### config.mk
export PLATFORM = sky130hd
export DESIGN_NAME = tdm_demux4
export DESIGN_NICKNAME = d
export VERILOG_FILES = /design/src/rtl/tdm_demux4_pkg.sv /design/src/rtl/tdm_demux4.sv
export SDC_FILE = /design/constraint.sdc
export NUM_CORES = 1
export LEC_CHECK = 0
export CORE_MARGIN = 5
export CORE_UTILIZATION = 53
export DETAILED_ROUTE_END_ITERATION = 10
export GPL_TIMING_DRIVEN = 0
export PLACE_DENSITY = 0.83
export SLEW_MARGIN = 20
export SYNTH_ARGS = -nofsm -noshare
export SYNTH_HDL_FRONTEND = slang
export SYNTH_SLANG_ARGS = --single-unit
### constraint.sdc
create_clock -name clk -period 5.9 [get_ports clk]
set_input_delay 0.59 -clock clk [delete_from_list [all_inputs] [get_ports clk]]
set_output_delay 0.59 -clock clk [all_outputs]
set_load 0.02 [all_outputs]
### src/rtl/tdm_demux4_pkg.sv
// -----------------------------------------------------------------------------
// tdm_demux4_pkg
//   Shared definitions for the 4-channel TDM mux/demux pair: FSM state
//   encodings, the channel count and the slot-index width. The matching 4:1
//   mux transmitter imports the same package, so both ends agree on slot order.
// -----------------------------------------------------------------------------
package tdm_demux4_pkg;

    // Number of channels carried in one frame.
    localparam int N_CH  = 4;

    // Width of the slot index (log2 of N_CH).
    localparam int SEL_W = 2;

    // Index of the last slot in a frame. The beat in this slot completes the frame.
    localparam logic [SEL_W-1:0] SLOT_LAST = SEL_W'(N_CH - 1);

    // Receiver framing state.
    typedef enum logic {
        ST_HUNT = 1'b0,   // waiting for a start-of-frame beat
        ST_LOCK = 1'b1    // aligned; slots are steered by sel
    } state_e;

endpackage : tdm_demux4_pkg

### src/rtl/tdm_demux4.sv
// -----------------------------------------------------------------------------
// tdm_demux4
//   Receive-side time-division demultiplexer. A 4:1 mux sends slots in channel
//   order 0,1,2,3. Each frame starts with a start-of-frame beat on slot 0. This
//   block steers each accepted slot into a staging register. When the slot-3
//   beat arrives, it publishes the whole frame on out_ch0..3 and pulses
//   out_valid for one cycle.
//   If the framing breaks, the block pulses sync_err for one cycle. A late
//   start-of-frame restarts the frame. A missing start-of-frame sends the
//   block back to hunting.
//
// Ports
//   clk        rising-edge clock
//   rst        synchronous, active-high reset
//   in_valid   beat qualifier; no beat when low (stall)
//   in_sof     start of frame, meaningful only with in_valid
//   in_data    slot payload, W bits
//   out_valid  one-cycle pulse: a new frame is on out_ch0..3
//   out_ch0..3 channel words of the last completed frame (held between frames)
//   sel        slot index expected on the next beat
//   locked     high while in LOCK
//   sync_err   one-cycle pulse after a framing violation
//   frame_cnt  completed-frame count, wraps 255 -> 0
//
// All outputs come straight from registers, so no input-to-output
// combinational path exists.
// -----------------------------------------------------------------------------
module tdm_demux4
    import tdm_demux4_pkg::*;
#(
    parameter int W = 8
) (
    input  logic             clk,
    input  logic             rst,
    input  logic             in_valid,
    input  logic             in_sof,
    input  logic [W-1:0]     in_data,
    output logic             out_valid,
    output logic [W-1:0]     out_ch0,
    output logic [W-1:0]     out_ch1,
    output logic [W-1:0]     out_ch2,
    output logic [W-1:0]     out_ch3,
    output logic [SEL_W-1:0] sel,
    output logic             locked,
    output logic             sync_err,
    output logic [7:0]       frame_cnt
);

    state_e           state_q;
    logic [SEL_W-1:0] sel_q;
    logic [W-1:0]     stage0_q, stage1_q, stage2_q;
    logic [W-1:0]     ch0_q, ch1_q, ch2_q, ch3_q;
    logic             out_valid_q;
    logic             sync_err_q;
    logic [7:0]       frame_cnt_q;

    // NOTE: every register in this block uses non-blocking assignment. All
    // right-hand sides therefore see the pre-edge values. The slot-3 beat
    // relies on this when it copies the staging registers to the outputs.
    always_ff @(posedge clk) begin
        if (rst) begin
            // NOTE: the staging registers are reset together with the control
            // state, so no stale slot from before reset can ever be observed.
            state_q     <= ST_HUNT;
            sel_q       <= '0;
            stage0_q    <= '0;
            stage1_q    <= '0;
            stage2_q    <= '0;
            ch0_q       <= '0;
            ch1_q       <= '0;
            ch2_q       <= '0;
            ch3_q       <= '0;
            out_valid_q <= 1'b0;
            sync_err_q  <= 1'b0;
            frame_cnt_q <= '0;
        end else begin
            // out_valid and sync_err are single-cycle pulses.
            out_valid_q <= 1'b0;
            sync_err_q  <= 1'b0;

            if (in_valid) begin
                case (state_q)
                    ST_HUNT: begin
                        // Only a start-of-frame beat can establish alignment.
                        if (in_sof) begin
                            stage0_q <= in_data;
                            sel_q    <= SEL_W'(1);
                            state_q  <= ST_LOCK;
                        end
                    end

                    ST_LOCK: begin
                        if (in_sof && (sel_q != '0)) begin
                            // Early start of frame: drop the partial frame
                            // and restart the frame with this beat as slot 0.
                            stage0_q   <= in_data;
                            sel_q      <= SEL_W'(1);
                            sync_err_q <= 1'b1;
                        end else if (!in_sof && (sel_q == '0)) begin
                            // Missing start of frame: alignment is lost.
                            sel_q      <= '0;
                            state_q    <= ST_HUNT;
                            sync_err_q <= 1'b1;
                        end else begin
                            case (sel_q)
                                SEL_W'(0): stage0_q <= in_data;
                                SEL_W'(1): stage1_q <= in_data;
                                SEL_W'(2): stage2_q <= in_data;
                                default:   ;  // slot 3 goes straight to out_ch3
                            endcase

                            if (sel_q == SLOT_LAST) begin
                                ch0_q       <= stage0_q;
                                ch1_q       <= stage1_q;
                                ch2_q       <= stage2_q;
                                ch3_q       <= in_data;
                                out_valid_q <= 1'b1;
                                frame_cnt_q <= frame_cnt_q + 8'd1;
                            end

                            // Wraps 3 -> 0 because the index is exactly 2 bits wide.
                            sel_q <= sel_q + SEL_W'(1);
                        end
                    end

                    default: state_q <= ST_HUNT;
                endcase
            end
        end
    end

    assign out_valid = out_valid_q;
    assign out_ch0   = ch0_q;
    assign out_ch1   = ch1_q;
    assign out_ch2   = ch2_q;
    assign out_ch3   = ch3_q;
    assign sel       = sel_q;
    assign locked    = (state_q == ST_LOCK);
    assign sync_err  = sync_err_q;
    assign frame_cnt = frame_cnt_q;

endmodule : tdm_demux4

## Word level (Yosys, flattened, before mapping)

Index checks and enable logic that the tools add are counted.

- Bits in registers: 69
- Input bits: 12
- Output and inout port bits: 45
- Word-level logic and storage cells: 52

- $add $sub $neg: 2
- Equal/unequal tests: 6
- Muxes and demuxes: 16
- Bitwise operators: 4
- Reduce and logical (&&, ||, !) cells: 12

Operator list:

| kind | count |
|---|---|
| $mux W8 | 4 |
| $pmux W8 S2 | 1 |
| $reduce_and A5 Y1 | 3 |
| $add A8 B1 Y8 const B | 1 |
| $mux W1 | 6 |
| $mux W2 | 3 |
| $reduce_or A5 Y1 | 1 |
| $eq A2 B2 Y1 const B | 2 |
| $not A1 Y1 | 4 |
| $pmux W2 S2 | 1 |
| $reduce_and A4 Y1 | 1 |
| $ne A3 B1 Y1 const B | 1 |
| $ne A3 B3 Y1 const B | 1 |
| $reduce_or A3 Y1 | 1 |
| $add A2 B1 Y2 const B | 1 |
| $eq A2 B1 Y1 const B | 1 |
| $logic_and A1 B1 Y1 | 2 |
| $logic_not A2 Y1 | 1 |
| $ne A2 B2 Y1 const B | 1 |
| $pmux W1 S2 | 1 |
| $reduce_and A2 Y1 | 1 |
| $reduce_bool A2 Y1 | 1 |
| $logic_not A1 Y1 | 1 |

## Depth between registers and ports, before layout

- Depth in word-level cells: 5
- Gate-level depth with buffers: 8
- Gate-level depth less buffers: 7

## Worst setup path before layout

OpenSTA, ideal clock, no wires.

- Kind: reg2reg
- From: reg sel_q[0], in the netlist sel[0]
- To: reg frame_cnt_q[5], in the netlist frame_cnt[5]
- Library setup time: 70 ps
- Data arrival time: 1,986 ps
- Data required time: 5,830 ps
- Setup slack: 3,844 ps
- Stages on the path, launching flop included: 7
- Path buffers: 0
- Clock period less this slack: 2,056 ps
- Path through: dfxtp_1 > inv_1 > ha_1 > ha_1 > nand4_1 > or4_1 > a21oi_1

- Cells in the longest elaborated chain, start to end: 4
- Elaborated cells on any way between the ends: 8
- Classes of those cells: eq/ne (1); bitwise (2); reduce/logical (5)

Ends and longest elaborated chain:

| element | line | RTL |
|---|---|---|
| start: declaration | tdm_demux4.sv:50 | `logic [SEL_W-1:0] sel_q;` |
| start signal: assignment | tdm_demux4.sv:122 | `sel_q <= sel_q + SEL_W'(1);` |
| $logic_not A2 Y1 / $reduce_bool A2 Y1 (equally long branches) | tdm_demux4.sv:99, tdm_demux4.sv:93 |  |
| $logic_and A1 B1 Y1 (on tied branches) | tdm_demux4.sv:99, tdm_demux4.sv:93 |  |
| $not A1 Y1 (no source line) | n/a |  |
| $reduce_and A5 Y1 (no source line) (*) | n/a |  |
| end signal: assignment | tdm_demux4.sv:118 | `frame_cnt_q <= frame_cnt_q + 8'd1;` |
| end: declaration | tdm_demux4.sv:55 | `logic [7:0] frame_cnt_q;` |

Every way passes the cells marked *; elsewhere a longest branch is shown, timed or not.
A chain may end at the register's enable or synchronous reset.

## Worst setup path after layout

- From: in in_sof
- To: reg ch0_q[6], in the netlist out_ch0[6]

- Cells in the longest elaborated chain, start to end: 4
- Elaborated cells on any way between the ends: 6
- Classes of those cells: bitwise (2); reduce/logical (4)

Ends and longest elaborated chain:

| element | line | RTL |
|---|---|---|
| start: declaration | tdm_demux4.sv:36 | `input logic in_sof,` |
| $logic_not A1 Y1 | tdm_demux4.sv:99 | `end else if (!in_sof && (sel_q == '0)) begin` |
| $logic_and A1 B1 Y1 | tdm_demux4.sv:99 |  |
| $not A1 Y1 (no source line) | n/a |  |
| $reduce_and A5 Y1 (no source line) (*) | n/a |  |
| end signal: assignment | tdm_demux4.sv:113 | `ch0_q <= stage0_q;` |
| end: declaration | tdm_demux4.sv:52 | `logic [W-1:0] ch0_q, ch1_q, ch2_q, ch3_q;` |

Marked as above.

==> impl_metrics.toml <==
[clock_tree]
hold_buffers = 0
cts.reportedPaths.clkPinSlew_ns = 0.07
cts_tree = "built"
cts_buffers = 9
cts_buffer_depth = 2
cts_resized = 0
htree_levels = 3
postCtsSetupBuffers = 0
root_buffer = "clkbuf_8"
clock_latency_ns = 0.33
clock_sinks = 69

[timing]
maxClockFrequency_ghz = 0.4131
fin_skew_ns = 0.003308
slew_viol_final = 0
setup_tns_ns = 0
min_period_ns = 2.421
fin_ws_ns = 3.479
tightestPinTransition_ns = 0.5694
setup-violations-final = 0
finalHoldViolCount = 0
finalCritPeriodShare = 0.4103
slew_headroom = 0.6204
rsz0062_at_grt = "false"

[critical_path]
cp_data_arrival_time_ns = 2.68
crit_path_start_kind = "input pin"
cp_max_fo = 10
reg2reg_depth = 8
critical_path_class = "in2reg"
critical_path_required_ns = 6.15
endpoint_kind = "register"

[route]
drc = 0
avgRoutedWirePerCell_um = 13.99
drt_iter0_drc = 246
drt_wl_total_um = 6437
via_per_inst = 5.276
drtAntennaViolNets = 0
firstDrtPassIters = 4
dr_total_vias = 2427

[final_layout]
drive_above_1_share = 0.06361
layout_common_cells = "nand2_1 (117), dfxtp_1 (69), a21oi_1 (63)"
area_growth_pct = 32.66
fillerInstances = 375
final_common_cell = "nand2_1"
diodes = 0
instances_no_fill = 460
nets = 408

[power]
total_power_uw = 929.6
peakVddDrop_uv = 158.1
p_per_area_nw_per_um2 = 269.8
p_leak_uw = 0.001174

[placed_design]
io_buffers = 55
routabilityCongestion = 0.7943
dp_hpwl_um = 4540
dp_slack_ns = 3.207
post-place-cells = 444

[floorplan]
ioPinCount = 57
dieHeight_um = 80.01
fp.coreArea_um2 = 4755
die_w_um = 80.01
start_util = 0.5463
dieArea_um2 = 6401
row_count = 25

[global_route]
grt_overflow = 0
grt_pass1_vias = 2286
globalRouteMet1Util = 0.2869
grt_max_degree = 13
use_met2 = 0.3377
grt.busiest_layer = "met2"
grt_pass1_wl_um = 10720
grt.met3_usage = 0.04740
track_usage = 0.2168
antenna_found_initial = 0

[status]
status = "finished, final reports clean"

[yosys]
netlist_area_um2 = 2597
ys_seq_elements = 69
synth_fp_nets = 342
synth.yosys.seq_area_share = 0.5318
avgSynthCellArea_um2 = 8.067
netlist_instances = 322
ys_types = 25
ys_warn_count = 0

[hold_path]
holdPathStages = 2
hold_class = "reg2reg"

[job]
maxCapViolations = 0
Yosys cell counts:
cell | instances | area (um2)
and3_1 | 1 | 6.260
o21ai_0 | 2 | 10.01
o32ai_1 | 1 | 8.760
nand3_1 | 4 | 20.02
dfxtp_1 | 69 | 1381
o31ai_1 | 4 | 30.03
o21a_1 | 1 | 7.510
a311oi_1 | 1 | 8.760
nor3_1 | 1 | 5.000
inv_1 | 6 | 22.52
and3b_1 | 1 | 8.760
a21oi_1 | 63 | 315.3
buf_4 | 1 | 7.510
or3_1 | 2 | 12.51
nand4_1 | 4 | 25.02
buf_2 | 9 | 45.04
clkbuf_1 | 11 | 41.29
nor2_1 | 6 | 22.52
ha_1 | 8 | 100.1
xnor2_1 | 1 | 8.760
or4_1 | 4 | 30.03
and4_1 | 3 | 26.28
a2bb2oi_1 | 1 | 8.760
nand2_1 | 117 | 439.2
and2_1 | 1 | 6.260
metrics by stage:
stage / util / hold slack [ns] / area (um2)
3_5_place_dp: 0.6797 / 0.4429 / 3232
2_1_floorplan: - / 0.4321 / 2597
5_1_grt: 0.7247 / 0.4752 / 3446
6_report: 0.7247 / 0.4521 / 3446
4_1_cts: 0.7247 / 0.4559 / 3446
3_3_place_gp: 0.6797 / 0.4378 / 3232
path summary, 6_finish.rpt:
check,start,end,slack (ns)
worst max register to register,sel[0],out_ch0[6],3.62
worst min-delay path,out_ch1[5],out_ch1[5],0.45
worst max-delay path,in_sof,out_ch0[6],3.48
worst min register to register,out_ch1[5],out_ch1[5],0.45
flip-flops by register name, indices dropped and copies added (netlist names), 2 cells and up:
register / flops
frame_cnt: 8
out_ch0: 8
out_ch1: 8
out_ch2: 8
out_ch3: 8
stage0_q: 8
stage1_q: 8
stage2_q: 8
sel: 2
critical path, cell delays in order:
cell	delay, ns
clkdlybuf4s50_1	0.56
inv_1	0.09
ha_1	0.40
nand4_1	0.23
buf_2	0.27
buf_2	0.26
nand2_1	0.10
a21oi_1	0.18
cells by family after synthesis:
family	share of synthesized area
AOI/OAI and AO/OA	0.1498
xor gates and xnor gates	0.003372
adders and majority gates	0.03854
buffers and inverters	0.04480
DFF	0.5318
and+or+nand+nor	0.2317
routing by layer:
metal,vias up,share of wire
met3,10,0.049
met2,68,0.48
li1,1208,-
met4,0,0.017
met5,-,0
met1,1141,0.45
where the power goes:
| group | leakage [uW] | total, uW | switching [uW] | internal, uW |
|---|---|---|---|---|
| Combinational | 0.000510 | 46.3 | 29.1 | 17.2 |
| Sequential | 0.000557 | 473 | 3.00 | 470 |
| Clock | 0.000107 | 410 | 172 | 238 |
final cells by class:
cell class / count / area, um2 / share of cell area
Buffer: 21 / 93.84 / 0.02723
Clock buffer: 10 / 127.6 / 0.03704
Clock inverter: 6 / 86.33 / 0.02505
Inverter: 6 / 22.52 / 0.006536
Multi-Input combinational cell: 226 / 1100 / 0.3192
Sequential cell: 69 / 1381 / 0.4009
Tap cell: 67 / 83.83 / 0.02433
Timing Repair Buffer: 55 / 550.5 / 0.1598
Power figures use the tool's default switching activity.
